<file path="config.mk">
export PLATFORM = sky130hd
export DESIGN_NAME = pc_fetch_btb
export DESIGN_NICKNAME = d
export VERILOG_FILES = /design/src/rtl/cpu_pkg.sv /design/src/rtl/pc_fetch_btb_bank.sv /design/src/rtl/pc_fetch_btb.sv
export SDC_FILE = /design/constraint.sdc
export NUM_CORES = 2
export LEC_CHECK = 0
export ABC_CLOCK_PERIOD_IN_PS = 4960
export CAP_MARGIN = 30
export CORE_MARGIN = 2
export CORE_UTILIZATION = 60
export DETAILED_ROUTE_END_ITERATION = 10
export DONT_BUFFER_PORTS = 1
export MAX_ROUTING_LAYER = met4
export PLACE_DENSITY_LB_ADDON = 0.08
export SYNTH_ARGS = -nofsm -noshare
export SYNTH_HDL_FRONTEND = slang
export SYNTH_SLANG_ARGS = --single-unit
</file>
<file path="constraint.sdc">
create_clock -name clk -period 4.96 [get_ports clk]
set_clock_uncertainty 0.05 [all_clocks]
set_input_delay 0.496 -clock clk [delete_from_list [all_inputs] [get_ports clk]]
set_output_delay 0.496 -clock clk [all_outputs]
set_load 0.01 [all_outputs]
</file>
<file path="src/rtl/cpu_pkg.sv">
// Shared CPU constants: exception vectors, next-PC source encodings and
// 2-bit branch-predictor counter states with their saturating update.
package cpu_pkg;

  localparam logic [31:0] RESET_VECTOR_C = 32'h8000_0000;
  localparam logic [31:0] ILLOP_VECTOR_C = 32'h8000_0004;
  localparam logic [31:0] XADR_VECTOR_C  = 32'h8000_0008;

  typedef enum logic [1:0] {
    PCSRC_PRED = 2'd0,
    PCSRC_HOLD = 2'd1,
    PCSRC_FIX  = 2'd2,
    PCSRC_EXC  = 2'd3
  } pcsrc_e;

  typedef enum logic [1:0] {
    CTR_SNT = 2'b00,
    CTR_WNT = 2'b01,
    CTR_WT  = 2'b10,
    CTR_ST  = 2'b11
  } ctr_e;

  function automatic ctr_e ctr_next(input ctr_e cur, input logic taken);
    ctr_e nxt;
    nxt = cur;
    if (taken) begin
      if (cur != CTR_ST) nxt = ctr_e'(cur + 2'd1);
    end else begin
      if (cur != CTR_SNT) nxt = ctr_e'(cur - 2'd1);
    end
    return nxt;
  endfunction

endpackage

</file>
<file path="src/rtl/pc_fetch_btb_bank.sv">
// Direct-mapped BTB storage: valid/tag/target/counter arrays with one
// combinational lookup port and one synchronous resolve/update port.
module btb_bank
  import cpu_pkg::*;
#(
  parameter int XLEN = 32,
  parameter int IDXW = 4,
  parameter int TAGW = XLEN - IDXW - 2
) (
  input  logic            clk,
  input  logic            reset,
  input  logic [IDXW-1:0] rd_idx_i,
  input  logic [TAGW-1:0] rd_tag_i,
  output logic            rd_hit_o,
  output ctr_e            rd_ctr_o,
  output logic [XLEN-1:0] rd_target_o,
  input  logic            upd_en_i,
  input  logic [IDXW-1:0] upd_idx_i,
  input  logic [TAGW-1:0] upd_tag_i,
  input  logic            upd_taken_i,
  input  logic            upd_jump_i,
  input  logic [XLEN-1:0] upd_target_i
);

  localparam int ENTRIES = 1 << IDXW;
  localparam logic [XLEN-1:0] ALIGN_MASK = ~XLEN'(3);

  logic            valid_q [ENTRIES];
  ctr_e            ctr_q   [ENTRIES];
  logic [TAGW-1:0] tag_q   [ENTRIES];
  logic [XLEN-1:0] tgt_q   [ENTRIES];

  logic upd_hit;

  assign rd_hit_o    = valid_q[rd_idx_i] && (tag_q[rd_idx_i] == rd_tag_i);
  assign rd_ctr_o    = ctr_q[rd_idx_i];
  assign rd_target_o = tgt_q[rd_idx_i];

  assign upd_hit = valid_q[upd_idx_i] && (tag_q[upd_idx_i] == upd_tag_i);

  always_ff @(posedge clk or posedge reset) begin
    if (reset) begin
      for (int i = 0; i < ENTRIES; i++) begin
        valid_q[i] <= 1'b0;
        ctr_q[i]   <= CTR_WNT;
      end
    end else if (upd_en_i) begin
      if (upd_hit) begin
        ctr_q[upd_idx_i] <= ctr_next(ctr_q[upd_idx_i], upd_taken_i);
      end else if (upd_taken_i) begin
        valid_q[upd_idx_i] <= 1'b1;
        ctr_q[upd_idx_i]   <= upd_jump_i ? CTR_ST : CTR_WT;
      end
    end
  end

  // Tag/target need no reset: they are qualified by valid_q. A taken
  // resolve rewrites the same tag on a hit and allocates on a miss.
  always_ff @(posedge clk) begin
    if (upd_en_i && upd_taken_i) begin
      tag_q[upd_idx_i] <= upd_tag_i;
      tgt_q[upd_idx_i] <= upd_target_i & ALIGN_MASK;
    end
  end

endmodule

</file>
<file path="src/rtl/pc_fetch_btb.sv">
// Fetch PC register with BTB-based next-PC prediction, EX-stage mispredict
// recovery, exception redirect and saturating branch/mispredict counters.
module pc_fetch_btb
  import cpu_pkg::*;
#(
  parameter int              XLEN         = 32,
  parameter int              BTB_ENTRIES  = 16,
  parameter logic [XLEN-1:0] RESET_VECTOR = RESET_VECTOR_C,
  parameter logic [XLEN-1:0] ILLOP_VECTOR = ILLOP_VECTOR_C,
  parameter logic [XLEN-1:0] XADR_VECTOR  = XADR_VECTOR_C,
  parameter int              CNT_W        = 16
) (
  input  logic             clk,
  input  logic             reset,
  input  logic             stall_i,
  input  logic             ex_valid_i,
  input  logic             ex_is_branch_i,
  input  logic             ex_is_jump_i,
  input  logic             ex_taken_i,
  input  logic [XLEN-1:0]  ex_pc_i,
  input  logic [XLEN-1:0]  ex_target_i,
  input  logic             ex_pred_taken_i,
  input  logic [XLEN-1:0]  ex_pred_target_i,
  input  logic             exc_i,
  input  logic             exc_illop_i,
  output logic [XLEN-1:0]  pc_o,
  output logic             pred_taken_o,
  output logic [XLEN-1:0]  pred_target_o,
  output logic             redirect_o,
  output logic [CNT_W-1:0] branch_cnt_o,
  output logic [CNT_W-1:0] mispred_cnt_o
);

  localparam int IDXW = $clog2(BTB_ENTRIES);
  localparam int TAGW = XLEN - IDXW - 2;
  localparam logic [XLEN-1:0] FOUR       = XLEN'(4);
  localparam logic [XLEN-1:0] ALIGN_MASK = ~XLEN'(3);

  logic [XLEN-1:0]  pc_q, pc_d;
  logic [CNT_W-1:0] branch_cnt_q, branch_cnt_d;
  logic [CNT_W-1:0] mispred_cnt_q, mispred_cnt_d;

  logic            lk_hit;
  ctr_e            lk_ctr;
  logic [XLEN-1:0] lk_target;
  logic [XLEN-1:0] pc_plus4;
  logic [XLEN-1:0] pred_next;

  logic            ex_resolve;
  logic [XLEN-1:0] ex_tgt_al;
  logic [XLEN-1:0] ex_pred_tgt_al;
  logic            mis;
  logic [XLEN-1:0] fix_pc;
  logic [XLEN-1:0] exc_vec;
  pcsrc_e          pc_src;

  btb_bank #(
    .XLEN (XLEN),
    .IDXW (IDXW),
    .TAGW (TAGW)
  ) u_bank (
    .clk          (clk),
    .reset        (reset),
    .rd_idx_i     (pc_q[IDXW+1:2]),
    .rd_tag_i     (pc_q[XLEN-1:IDXW+2]),
    .rd_hit_o     (lk_hit),
    .rd_ctr_o     (lk_ctr),
    .rd_target_o  (lk_target),
    .upd_en_i     (ex_resolve),
    .upd_idx_i    (ex_pc_i[IDXW+1:2]),
    .upd_tag_i    (ex_pc_i[XLEN-1:IDXW+2]),
    .upd_taken_i  (ex_taken_i),
    .upd_jump_i   (ex_is_jump_i),
    .upd_target_i (ex_target_i)
  );

  assign pc_plus4      = pc_q + FOUR;
  assign pred_taken_o  = lk_hit && lk_ctr[1];
  assign pred_target_o = lk_hit ? lk_target : pc_plus4;
  // Only follow the stored target when it is predicted taken, so the
  // fetched path always matches the pred_taken bit carried down the pipe.
  assign pred_next     = pred_taken_o ? pred_target_o : pc_plus4;

  assign ex_resolve     = ex_valid_i && (ex_is_branch_i || ex_is_jump_i);
  assign ex_tgt_al      = ex_target_i & ALIGN_MASK;
  assign ex_pred_tgt_al = ex_pred_target_i & ALIGN_MASK;
  assign mis = ex_resolve &&
               ((ex_taken_i != ex_pred_taken_i) ||
                (ex_taken_i && (ex_tgt_al != ex_pred_tgt_al)));
  assign fix_pc     = ex_taken_i ? ex_tgt_al : (ex_pc_i + FOUR);
  assign exc_vec    = exc_illop_i ? ILLOP_VECTOR : XADR_VECTOR;
  assign redirect_o = exc_i || mis;

  always_comb begin
    pc_src = PCSRC_PRED;
    if (exc_i)        pc_src = PCSRC_EXC;
    else if (mis)     pc_src = PCSRC_FIX;
    else if (stall_i) pc_src = PCSRC_HOLD;
  end

  always_comb begin
    pc_d = pred_next;
    case (pc_src)
      PCSRC_EXC:  pc_d = exc_vec;
      PCSRC_FIX:  pc_d = fix_pc;
      PCSRC_HOLD: pc_d = pc_q;
      default:    pc_d = pred_next;
    endcase
  end

  always_comb begin
    branch_cnt_d  = branch_cnt_q;
    mispred_cnt_d = mispred_cnt_q;
    if (ex_resolve && (branch_cnt_q != '1)) branch_cnt_d = branch_cnt_q + 1'b1;
    if (mis && (mispred_cnt_q != '1))      mispred_cnt_d = mispred_cnt_q + 1'b1;
  end

  always_ff @(posedge clk or posedge reset) begin
    if (reset) begin
      pc_q          <= RESET_VECTOR;
      branch_cnt_q  <= '0;
      mispred_cnt_q <= '0;
    end else begin
      pc_q          <= pc_d;
      branch_cnt_q  <= branch_cnt_d;
      mispred_cnt_q <= mispred_cnt_d;
    end
  end

  assign pc_o          = pc_q;
  assign branch_cnt_o  = branch_cnt_q;
  assign mispred_cnt_o = mispred_cnt_q;

endmodule

</file>
* Word-level counts from Yosys, hierarchy flattened
Memories as Yosys holds them, arrays and structs flattened.
Cells that the tools add are included.
Widths: inputs -> output; s select.
** Word-level totals
- Register bits :: 112
- Memory bits (writable) :: 896
- Logic and storage cells :: 113
- Memories :: 2
** Memory list
- u_bank.tgt_q :: words 16, bits a word 30, rd ports 1, clocked after memory_dff 0, write ports 1, line pc_fetch_btb_bank.sv:31 : logic [XLEN-1:0] tgt_q [ENTRIES];
- u_bank.tag_q :: words 16, bits a word 26, rd ports 2, clocked after memory_dff 0, write ports 1, line pc_fetch_btb_bank.sv:30 : logic [TAGW-1:0] tag_q [ENTRIES];
** Cells by class
- Add/sub/neg operators :: 6
- Magnitude comparators :: 3
- Equality and inequality tests :: 10
- Multiplexer cells :: 36
- Bitwise operators :: 4
- Reductions and logical operators :: 17
** Operators by type and width (count)
- $mux 32 :: 5
- $pmux 32 s3 :: 1
- $add 32x3->32 const B :: 2
- $bwmux 32 :: 2
- $eq 26x26->1 :: 2
- $add 16x1->16 const B :: 2
- $ne 16x16->1 const B :: 2
- $ne 30x30->1 :: 1
- $mux 2 :: 12
- $bmux 2 s4 :: 2
- $or 16x16->16 :: 1
- $ge 5x5->1 const B :: 2
- $logic_and 1x1->1 :: 10
- $not 4->5 :: 2
- $mux 1 :: 9
- $bmux 1 s4 :: 2
- $demux 2 s4 :: 1
- $lt 5x1->1 const B :: 1
- $demux 1 s4 :: 1
- $eq 2x2->1 const B :: 2
- $mux 4 :: 1
- $reduce_bool 2->1 :: 2
- $logic_or 1x1->1 :: 3
- $reduce_and 3->1 :: 1
- 7 further kinds :: 7

* Longest topological paths before layout
- Word-level depth :: 11
- Depth in mapped cells :: 16

* Cells and area by module
From an unflattened synthesis, not the netlist that was laid out.
** Second synthesis, totals
- Cell total of the unflattened synthesis :: 2539
- Area, all modules :: 46420.8 um^2
** By module, submodules not included
- btb_bank :: times used 1, cells an instance 1818, area an instance 40694.0 um^2
- pc_fetch_btb :: times used 1, cells an instance 721, area an instance 5726.7 um^2

* Worst setup path after synthesis
OpenSTA, ideal clock, no wires.
- Path type :: input to register
- Start point :: in ex_pc_i[2]
- End point :: mem u_bank.tag_q[0][0] in the netlist's numbering (enable)
- Setup time :: 0.539 ns
- Arrival time :: 5.928 ns
- Data required time :: 4.371 ns
- Slack :: -1.557 ns
- Stages on the path :: 9
- Buffers on the path :: 5
- Path through :: buf_2 > buf_2 > inv_1 > buf_2 > buf_2 > ha_1 > buf_1 > nand2_1 > nor3_1
** RTL lines
- start, declared :: line pc_fetch_btb.sv:20 : input logic [XLEN-1:0] ex_pc_i,
- end, declared :: line pc_fetch_btb_bank.sv:30
Straight into the memory's write port.

* Worst setup path in the final report
- Start point :: reg pc_q[2] (netlist: pc_o[2])
- End point :: out pred_target_o[26]
** Between the ends
- Longest elaborated chain between the ends :: 6
** RTL lines
- start, declared :: line pc_fetch_btb.sv:39 : logic [XLEN-1:0] pc_q, pc_d;
- start signal, assigned :: line pc_fetch_btb.sv:124 : pc_q <= pc_d;
- branches (longest 5 deep; another with $add 32x3->32)
- $mux 32 (*) :: line pc_fetch_btb.sv:79 : assign pred_target_o = lk_hit ? lk_target : pc_plus4;
- end, declared :: line pc_fetch_btb.sv:28 : output logic [XLEN-1:0] pred_target_o,
Every way passes the cells marked *. The select of a mux whose other input is x is not followed.

==> impl_metrics.toml <==
[status]
status = "complete, no violations"

[logic_synthesis]
synth_common_cells = "edfxtp_1 (896), mux4_2 (336), mux2i_1 (156), nand2_1 (142), nor2_1 (110)"
syn-cell-area_sq_um = 46700
synthArstFlopShare = 0.111
synth_edf_count = 896
syn_nets = 2824
yosys.cell_count.top_type = "edfxtp_1"
yosysTopAreaCell = "edfxtp_1"
ys_warn_count = 0
syn_inst = 2711
synth_top_area_share = 0.576
ys_top_cells_by_area = "edfxtp_1 (58%), mux4_2 (16%), dfrtp_1 (5.1%)"
synth_ff_type = "edfxtp_1"
yosysUniqueCellTypes = 90
yosys_register_bits = 1008
syn_avg_cell_area_sq_um = 17.2
ys_seq_area_frac = 0.637

[clock_tree]
htree_levels = 3
clock-root-buffer = "clkbuf_16"
cts_tree = "built"
cts_buffer_depth = 3
clk_pin_slew_ns = 0.07
clkSinkCount = 1008
cts_made_buffers = 103
clk_latency_ns = 0.69

[final_layout]
fin_cells = 3987
final_area_sq_um = 53000
synthToLayoutAreaGrowth_pct = 13.5
drive_gt1_frac = 0.275
postLayoutCoreUtil = 0.687
nets = 2964

[die]
die_y_um = 283
fp.dieArea_sq_um = 80100
start_util = 0.605
core_sq_um = 77200
io_pins = 204
rows = 102
die_w_um = 283

[job]
maxCapViolations = 0

[sta]
finalHoldViolCount = 0
worst_pin_slew_ns = 0.931
relSlewSlack = 0.380
max_freq_mhz = 204
period_share = 0.989
setup_violations = 0
maxSlewViolCount = 0
period_needed_ns = 4.91

[power]
switching_share = 0.259
p_leak_nw = 17.8
p_sw_mw = 5.47
combPwrFrac = 0.164
p_per_area_nw_per_um2 = 398
ir_drop_mv = 0.414
intPower_mw = 15.7
p_clk_frac = 0.372
power_frac_seq = 0.464

[placed_design]
dpl.hpwl_mm = 86.6
dp.cells = 3697
port-buffer-count = 0
globalplace.congestion = 0.956
place_area_sq_um = 48500

[route]
post_drt_wl_per_cell_um = 35.8
routed_via_density = 7.14
drcViolationCount = 0
vias = 28500
dr.pass1.iters = 7
ant_nets = 0
dr.first_iter.drc_count = 4008
routed_wl_mm = 143

[critical_path]
cp-end-kind = "output pin"
cpMaxStageDelayCell = "dfrtp_4"
cp-start-kind = "flip-flop"
path_max_fanout = 22
crit_type = "flip-flop to output pin"
slowest_delay_ns = 0.57
cp.required_ns = 4.41
crit_path_cell_trace = "buf_16 -> and2_1 -> a221oi_1 -> nor4b_1 -> and3b_1 -> o2111a_1 -> and4_1 -> nand3b_1 -> buf_4 -> clkbuf_16 -> nor2_1 -> a21oi_1 -> buf_4"
crit_arrival_ns = 4.36
path_common_cell = "buf_4"

[worst_hold_path]
hold_class = "input port to flip-flop"

[global_route]
gr-total-overflow = 0
antenna_found_initial = 8
grt_pass1_vias = 28500
grt_usage = 0.368
grt_max_degree = 125
grt_pass1_wl_mm = 205
## worst max-delay path: cells and delay by family (launching register included)
family,cells,cell delay [ns]
AOI/OAI and AO/OA,3,0.81
buffers and inverters,4,0.79
DFF,1,0.57
and+or+nand+nor,6,1.50
## layout make-up
type	count	area, sq um
Sequential cell	1008	29700
Fill cell	5026	24200
Timing Repair Buffer	215	2220
Clock buffer	140	2890
Multi-Input combinational cell	1497	16200
Clock inverter	53	576
Inverter	26	100
Antenna cell	8	20.0
Tap cell	1040	1300
## path summary, 6_finish.rpt
| kind | startpoint | end | slack [ns] | depth (start not counted) |
|---|---|---|---|---|
| min reg2reg | u_bank.valid_q[0]$_DFFE_PP0P_ | u_bank.valid_q[0]$_DFFE_PP0P_ | 0.45 | 1 |
| max in group asynchronous | reset | u_bank.ctr_q[26]$_DFFE_PP1P_ | 3.58 | 3 |
| max | pc_o[2]$_DFFE_PP0P_ | pred_target_o[26] | 0.05 | 13 |
| min in group asynchronous | reset | branch_cnt_o[4]$_DFFE_PP0P_ | 0.33 | 2 |
| min | ex_target_i[10] | pc_o[10]$_DFFE_PP0P_ | 0.02 | 4 |
| max reg2reg | pc_o[2]$_DFFE_PP0P_ | pc_o[28]$_DFFE_PP0P_ | 0.36 | 11 |
## cells in the final DEF, fill, tap and decap left out, drive strengths merged, types with 13 or more instances in the layout
cell	netlist	routed
dfstp	17	17
mux4	339	339
o21ai	49	49
mux2i	156	156
nor4	21	21
a22oi	44	44
inv	24	27
clkbuf	75	142
a22o	18	18
nand4	25	25
dfrtp	95	95
nor2	111	111
a31oi	15	15
o22ai	13	13
nand3	32	32
and3	28	28
edfxtp	896	896
clkinv	2	37
a221oi	13	13
mux2	78	78
a31o	18	18
nand2	142	142
buf	105	148
a21oi	41	41
and2	15	15
nor3	31	31
nor2b	19	19
xor2	69	69
dlygate4sd3	0	65
o211ai	15	15
xnor2	77	77
## per-layer routing
layer	vias up	track usage	part of all wire
met5	-	-	0
met4	0	0.138	0.043
met3	345	0.0869	0.12
met2	1830	0.554	0.47
met1	15000	0.496	0.37
li1	11300	-	-
## cell families (layout without fill, tap and decap cells)
logic type | Yosys count | count (layout) | synth area share
flops | 1008 | 1008 | 0.637
mux | 573 | 573 | 0.216
simple gates | 484 | 484 | 0.0517
compound gates | 286 | 286 | 0.0440
buf+inv | 206 | 434 | 0.0220
xor+xnor | 146 | 146 | 0.0274
fa+ha+maj | 8 | 8 | 0.00209
other cells | 0 | 8 | 0
## flip-flops by register name, indices dropped and copies added, names as in the netlist
| register | flops |
|---|---|
| branch_cnt_o | 16 |
| mispred_cnt_o | 16 |
| pc_o | 32 |
| u_bank.ctr_q | 32 |
| u_bank.tag_q | 416 |
| u_bank.tgt_q | 480 |
| u_bank.valid_q | 16 |
## metrics by stage
stage	power (mW)	hold slack (ns)	setup WS, ns	TNS, ns
global placement	13.0	0.411	0.475	0
global route	21.7	0.0533	-0.0104	-0.0355
detailed placement	13.1	0.434	0.378	0
CTS	21.1	0.00549	0.00840	0
floorplan	12.1	0.389	-0.0412	-13.85
finish	21.1	0.0249	0.0523	0
## power by group through the flow
| stage | logic (mW) | clock network (mW) | registers, mW |
|---|---|---|---|
| 2_1_floorplan | 2.29 | 0 | 9.83 |
| 3_3_place_gp | 3.03 | 0 | 9.99 |
| 3_5_place_dp | 3.08 | 0 | 10.0 |
| 4_1_cts | 3.36 | 7.91 | 9.78 |
| 5_1_grt | 3.62 | 8.24 | 9.81 |
| 6_report | 3.47 | 7.86 | 9.80 |
## repair_timing
action | 4_1_cts | 5_1_grt
gates resized for setup | 5 | 21
pin swaps | 0 | 5
cloned | 0 | 2
endpoints found under the hold margin | 947 | 0
hold buffers | 65 | 0
setup buffers | 9 | 12
endpoints found under the setup margin | 33 | 25
(Power assumes the default switching activity.)
